<file path="config.mk">
export PLATFORM = sky130hd
export DESIGN_NAME = dmem_arbiter
export DESIGN_NICKNAME = d
export VERILOG_FILES = /design/src/rtl/dmem_arbiter.sv
export SDC_FILE = /design/constraint.sdc
export NUM_CORES = 1
export LEC_CHECK = 0
export CAP_MARGIN = 0
export CORE_MARGIN = 4
export CORE_UTILIZATION = 40
export DETAILED_ROUTE_END_ITERATION = 8
export PLACE_DENSITY = 0.79
export SLEW_MARGIN = 20
export SYNTH_ARGS = -nofsm -noshare
export SYNTH_HDL_FRONTEND = slang
export SYNTH_SLANG_ARGS = --single-unit
</file>
<file path="constraint.sdc">
create_clock -name CLOCK_50 -period 11.6 [get_ports CLOCK_50]
set_input_delay 3.48 -clock CLOCK_50 [delete_from_list [all_inputs] [get_ports CLOCK_50]]
set_output_delay 3.48 -clock CLOCK_50 [all_outputs]
set_load 0.05 [all_outputs]
</file>
<file path="src/rtl/dmem_arbiter.sv">
// dmem_arbiter: shares the single-port data RAM between the CPU and a host/debug port
// Round-robin per-cycle arbitration, host lock for bursts, one-cycle read return tagged by owner.
// Ports: CLOCK_50/rst (async, active high); cpu_* and host_* request ports (req/we/addr/wdata in,
// gnt/rvalid/rdata out); host_lock in; mem_wr_en/mem_index/mem_entry out, mem_rdata in.
// Build option DMEM_ARB_STATS_EN adds saturating stall counters cpu_stall_cnt/host_stall_cnt.
module dmem_arbiter #(
   parameter int AW = 12,
   parameter int DW = 32
) (
   input  logic          CLOCK_50,
   input  logic          rst,
   input  logic          cpu_req,
   input  logic          cpu_we,
   input  logic [AW-1:0] cpu_addr,
   input  logic [DW-1:0] cpu_wdata,
   output logic          cpu_gnt,
   output logic          cpu_rvalid,
   output logic [DW-1:0] cpu_rdata,
   input  logic          host_req,
   input  logic          host_we,
   input  logic [AW-1:0] host_addr,
   input  logic [DW-1:0] host_wdata,
   output logic          host_gnt,
   output logic          host_rvalid,
   output logic [DW-1:0] host_rdata,
   input  logic          host_lock,
   output logic          mem_wr_en,
   output logic [AW-1:0] mem_index,
   output logic [DW-1:0] mem_entry,
   input  logic [DW-1:0] mem_rdata
`ifdef DMEM_ARB_STATS_EN
   ,
   output logic [31:0]   cpu_stall_cnt,
   output logic [31:0]   host_stall_cnt
`endif
);
   typedef enum logic {CPU = 1'b0, HOST = 1'b1} owner_t;
   owner_t last_owner, rd_owner;
   logic rd_pend, locked, host_win;
   logic [AW-1:0] idx_q;
   logic [DW-1:0] entry_q, cpu_rdata_q, host_rdata_q;
   // Host wins when locked, when alone, or on a tie if the CPU went last.
   always_comb begin
      host_win = host_req && (locked || !cpu_req || last_owner == CPU);
      cpu_gnt = !rst && cpu_req && !host_win;
      host_gnt = !rst && host_win;
      mem_wr_en = cpu_gnt ? cpu_we : host_gnt && host_we;
      mem_index = cpu_gnt ? cpu_addr : host_gnt ? host_addr : idx_q;
      mem_entry = cpu_gnt ? cpu_wdata : host_gnt ? host_wdata : entry_q;
      cpu_rvalid = rd_pend && rd_owner == CPU;
      host_rvalid = rd_pend && rd_owner == HOST;
      cpu_rdata = cpu_rvalid ? mem_rdata : cpu_rdata_q;
      host_rdata = host_rvalid ? mem_rdata : host_rdata_q;
   end
   always_ff @(posedge CLOCK_50 or posedge rst) begin
      if (rst) begin
         last_owner <= HOST;
         rd_owner <= CPU;
         rd_pend <= 1'b0;
         locked <= 1'b0;
         idx_q <= '0;
         entry_q <= '0;
         cpu_rdata_q <= '0;
         host_rdata_q <= '0;
      end else begin
         if (cpu_gnt || host_gnt) last_owner <= host_gnt ? HOST : CPU;
         rd_pend <= (cpu_gnt || host_gnt) && !mem_wr_en;
         rd_owner <= host_gnt ? HOST : CPU;
         locked <= host_gnt && host_lock;
         idx_q <= mem_index;
         entry_q <= mem_entry;
         cpu_rdata_q <= cpu_rdata;
         host_rdata_q <= host_rdata;
      end
   end
`ifdef DMEM_ARB_STATS_EN
   always_ff @(posedge CLOCK_50 or posedge rst) begin
      if (rst) begin
         cpu_stall_cnt <= '0;
         host_stall_cnt <= '0;
      end else begin
         cpu_stall_cnt <= cpu_stall_cnt + 32'(cpu_req && !cpu_gnt && !(&cpu_stall_cnt));
         host_stall_cnt <= host_stall_cnt + 32'(host_req && !host_gnt && !(&host_stall_cnt));
      end
   end
`endif
endmodule
</file>
# == Yosys cells after proc, flatten, opt, wreduce, memory -nomap -nowiden ==
# Cells that the tools add are included.
# totals
reg_bits,112
latch_bits,0
ramBits,0
romBits,0
input_bits,127
out_inout_bits,113
wordCells,34
n_memories,0
# classes
addsub,0
multipliers,0
n_div,0
magnitude_cmp,0
n_eq_ne,0
n_shift,0
mux,8
n_bitwise,2
reduce_logical,16
# op_table
operator,count
32-bit two-way mux,4
12-bit two-way mux,2
1-bit logical AND,9
1-bit zero test,4
1-bit logical OR,3
1-bit two-way mux,2
1-bit inverter,2

# == Longest topological paths before layout ==
# logic_depth
depth_word,9
depth_mapped,6
mapped_depth_nobuf,4

# == Worst setup path after synthesis ==
# No wires, ideal clock.
# synth_path
path_type,input port to output port
startpoint,input port rst
endpoint,output port mem_entry[22]
t_arrival_ns,8.279
required_ns,8.120
slack_ns,-0.159
cell_stages,4
n_path_buf,1
path_cell_list,inv_2 clkbuf_1 nand4_1 a31oi_1
# synth_between
elab_chain_len,4
word_cells_on_any_way,6
classes_between,mux: 2; reduce/logical: 4
# synth_lines
element,line,text
from (decl),11,"input logic rst,"
1-bit zero test (no source line) *,n/a,
"1-bit logical AND, on equally long branches","46, 45",
32-bit two-way mux or 1-bit logical AND (tied branches),"49, 45",
32-bit two-way mux *,49,mem_entry = cpu_gnt ? cpu_wdata : host_gnt ? host_wdata : entry_q;
to (decl),29,"output logic [DW-1:0] mem_entry,"
# Every way passes the cells marked *; elsewhere a longest branch is shown, timed or not.

# == Worst setup path after layout ==
# layout_path
startpoint,input port host_req
endpoint,output port mem_wr_en
# layout_between
elab_chain_len,4
word_cells_on_any_way,6
classes_between,mux: 1; reduce/logical: 5
# layout_lines
element,line,text
from (decl),19,"input logic host_req,"
1-bit logical AND *,44,host_win = host_req && (locked || !cpu_req || last_owner == CPU);
1-bit logical AND or 1-bit zero test (tied branches),"46, 45",
"1-bit logical AND, on equally long branches","47, 45",
1-bit two-way mux *,47,mem_wr_en = cpu_gnt ? cpu_we : host_gnt && host_we;
to (decl),27,"output logic mem_wr_en,"
# Marked as above.

==> results_dict.tcl <==
set metrics [dict create \
    slew_headroom 0.397 \
    final_common_cell "clkdlybuf4s50_1" \
    finalCoreUtilization 0.636 \
    multi_input_area_sq_um 1910 \
    die_w_um 120 \
    path_common_cell "buf_4" \
    post-cts-setup-buffers 0 \
    vias 4468 \
    critPathSlowestCell "clkdlybuf4s50_1" \
    min_path_type "register to register" \
    clk_path_buf_depth 2 \
    use_met3 0.0660 \
    ir_drop_v 0.0000858 \
    path_buf_inv 5 \
    grt_use_met1 0.268 \
    totalWireLength_um 15600 \
    drive_gt1_frac 0.148 \
    cts.sinks 112 \
    drt-wirelength-per-cell_um 19.4 \
    power_leakage_nw 2.96 \
    syn_nets 546 \
    critical_path_required_ns 8.12 \
    finalNetCount 756 \
    cts-buffers-inserted 9 \
    grt-busiest-layer "met2" \
    first_pass_iters 5 \
    drc_errors 0 \
    fillCellCount 957 \
    setup-tns-final_ns 0 \
    path_class "primary input to primary output" \
    finalSetupViolations 0 \
    start_kind "primary input" \
    syn_inst 419 \
    hold_buffers 0 \
    cts_tree "built" \
    portBuffers 239 \
    antenna_cells 0 \
    drv_cap 0 \
    hold_violations 0 \
    crit_arrival_ns 6.31 \
    insertion_delay_ns 0.34 \
    design.die.area_sq_um 14300 \
    post_cts_resized 0 \
    gp_congestion 0.809 \
    worstMarginPinSlew_ns 0.905 \
    h-tree-depth 3 \
    ys_ff_latch 112 \
    viasPerCell 5.57 \
    syn-cell-area_sq_um 4990 \
    seq_area_sq_um 2800 \
    grt_start_max_net_pins 116 \
    fin_crit_sh 0.844 \
    coreArea_sq_um 12100 \
    rsz0062_at_grt "false" \
    drt_iter0_drc 425 \
    syn_avg_cell_area_sq_um 11.9 \
    synth.distinct_cells 25 \
    slew_violations 0 \
    min_period_ns 9.79 \
    clkTransAtPathRegs_ns 0.07 \
    antenna_found_initial 0 \
    ys_seq_area_frac 0.562 \
    use_met2 0.354 \
    track_usage 0.214 \
    globalRouteOverflowTotal 0 \
    max_freq_mhz 102 \
    cp-end-kind "primary output" \
    crit_fanout 89 \
    antenna_left 0 \
    grt_pass1_wl_um 24800 \
    slowest_delay_ns 0.70 \
    first_global_vias 4741 \
    ios 240 \
    worstPathCellList "buf_2 > buf_4 > a21o_1 > buf_4 > inv_1 > a22o_1 > clkdlybuf4s50_1" \
    final_cell_mix "238 x clkdlybuf4s50_1, 111 x dfrtp_1, 64 x mux2_2" \
    hpwl_um 10800 \
    synthToLayoutAreaGrowth_pct 54.4 \
    fin_skew_ns 0.00646 \
    cp_top_family "buffers and inverters" \
    p_per_area_nw_per_um2 211 \
    yosysWarningCount 0 \
    start_util 0.412 \
    fp.dieH_um 120 \
    root_buffer "clkbuf_16" \
    status "finished, final reports clean" \
    core.rowCount 40 \
]
-- layout make-up --
cell class | instances | area share
clock buffers | 10 | 0.0310
multi-input cells | 253 | 0.248
clock inverters | 6 | 0.00779
flip-flops and latches | 112 | 0.364
inverters | 4 | 0.00260
well taps | 168 | 0.0273
repair buffers | 249 | 0.319
-- synthesized netlist by cell type --
cell type  count  area, sq um
inv_1          3         11.3
buf_4          2         15.0
a22o_1         1         8.76
dfstp_2        1         26.3
nand3b_1       1         7.51
a31oi_1       44          275
and3b_1        1         8.76
nand2b_1       4         25.0
nand4_1       44          275
o21ai_0       42          210
mux2_2        64          721
inv_2          1         3.75
clkbuf_1      21         78.8
a21o_1         2         15.0
and2_1         1         6.26
nor2_1         1         3.75
dfrtp_1      111         2780
clkbuf_2       3         15.0
a211oi_1      44          330
nand2_1        1         3.75
buf_6          6         67.6
buf_1          3         11.3
o21ai_1        2         10.0
o32ai_1        1         8.76
buf_2         15         75.1
-- registers in the layout, summed over array words and instances (netlist names) --
name,cells
idx_q,12
rd_owner,1
entry_q,32
rd_pend,1
locked,1
last_owner,1
cpu_rdata_q,32
host_rdata_q,32
-- kinds of logic (layout without fill, tap and decap cells) --
| logic type | after synthesis | in the layout | share of synthesized area |
|---|---|---|---|
| buffers and inverters | 54 | 269 | 0.0556 |
| flip-flops | 112 | 112 | 0.562 |
| AND/OR/NAND/NOR | 53 | 53 | 0.0662 |
| multiplexers | 64 | 64 | 0.144 |
| AO/OA/AOI/OAI | 136 | 136 | 0.172 |
-- report_power, final --
group          total, mW  switching (mW)  internal, mW
clock network      0.306           0.149         0.157
registers          0.512          0.0234         0.488
logic              0.812           0.532         0.280
-- worst paths after layout --
check | startpoint | to | slack [ns] | depth (start not counted)
max | host_req | mem_wr_en | 1.81 | 7
min | host_rdata_q[4] | host_rdata_q[4] | 0.50 | 1
max reg2reg | locked | idx_q[11] | 9.35 | 5
min reg2reg | host_rdata_q[4] | host_rdata_q[4] | 0.50 | 1
max in group asynchronous | rst | rd_owner | 6.74 | 3
min in group asynchronous | rst | entry_q[7] | 3.75 | 2
-- layer usage --
metal	wire, um	up-vias
li1	-	2022
met1	6210	2152
met2	7510	268
met3	1570	26
met4	269	0
met5	0	-
-- metrics by stage --
step | cells | hold WS, ns | power (mW) | worst slack (ns) | instance area [sq um]
after CTS | 802 | 0.503 | 1.64 | 1.81 | 7710
final | 802 | 0.498 | 1.63 | 1.81 | 7710
after floorplan | 419 | 0.506 | 1.05 | 1.77 | 4990
after detailed placement | 786 | 0.484 | 1.33 | 1.82 | 7410
after global placement | 786 | 0.477 | 1.32 | 1.86 | 7410
after global routing | 802 | 0.517 | 1.70 | 1.67 | 7710
Note: power is estimated with default switching activity, not from simulation.
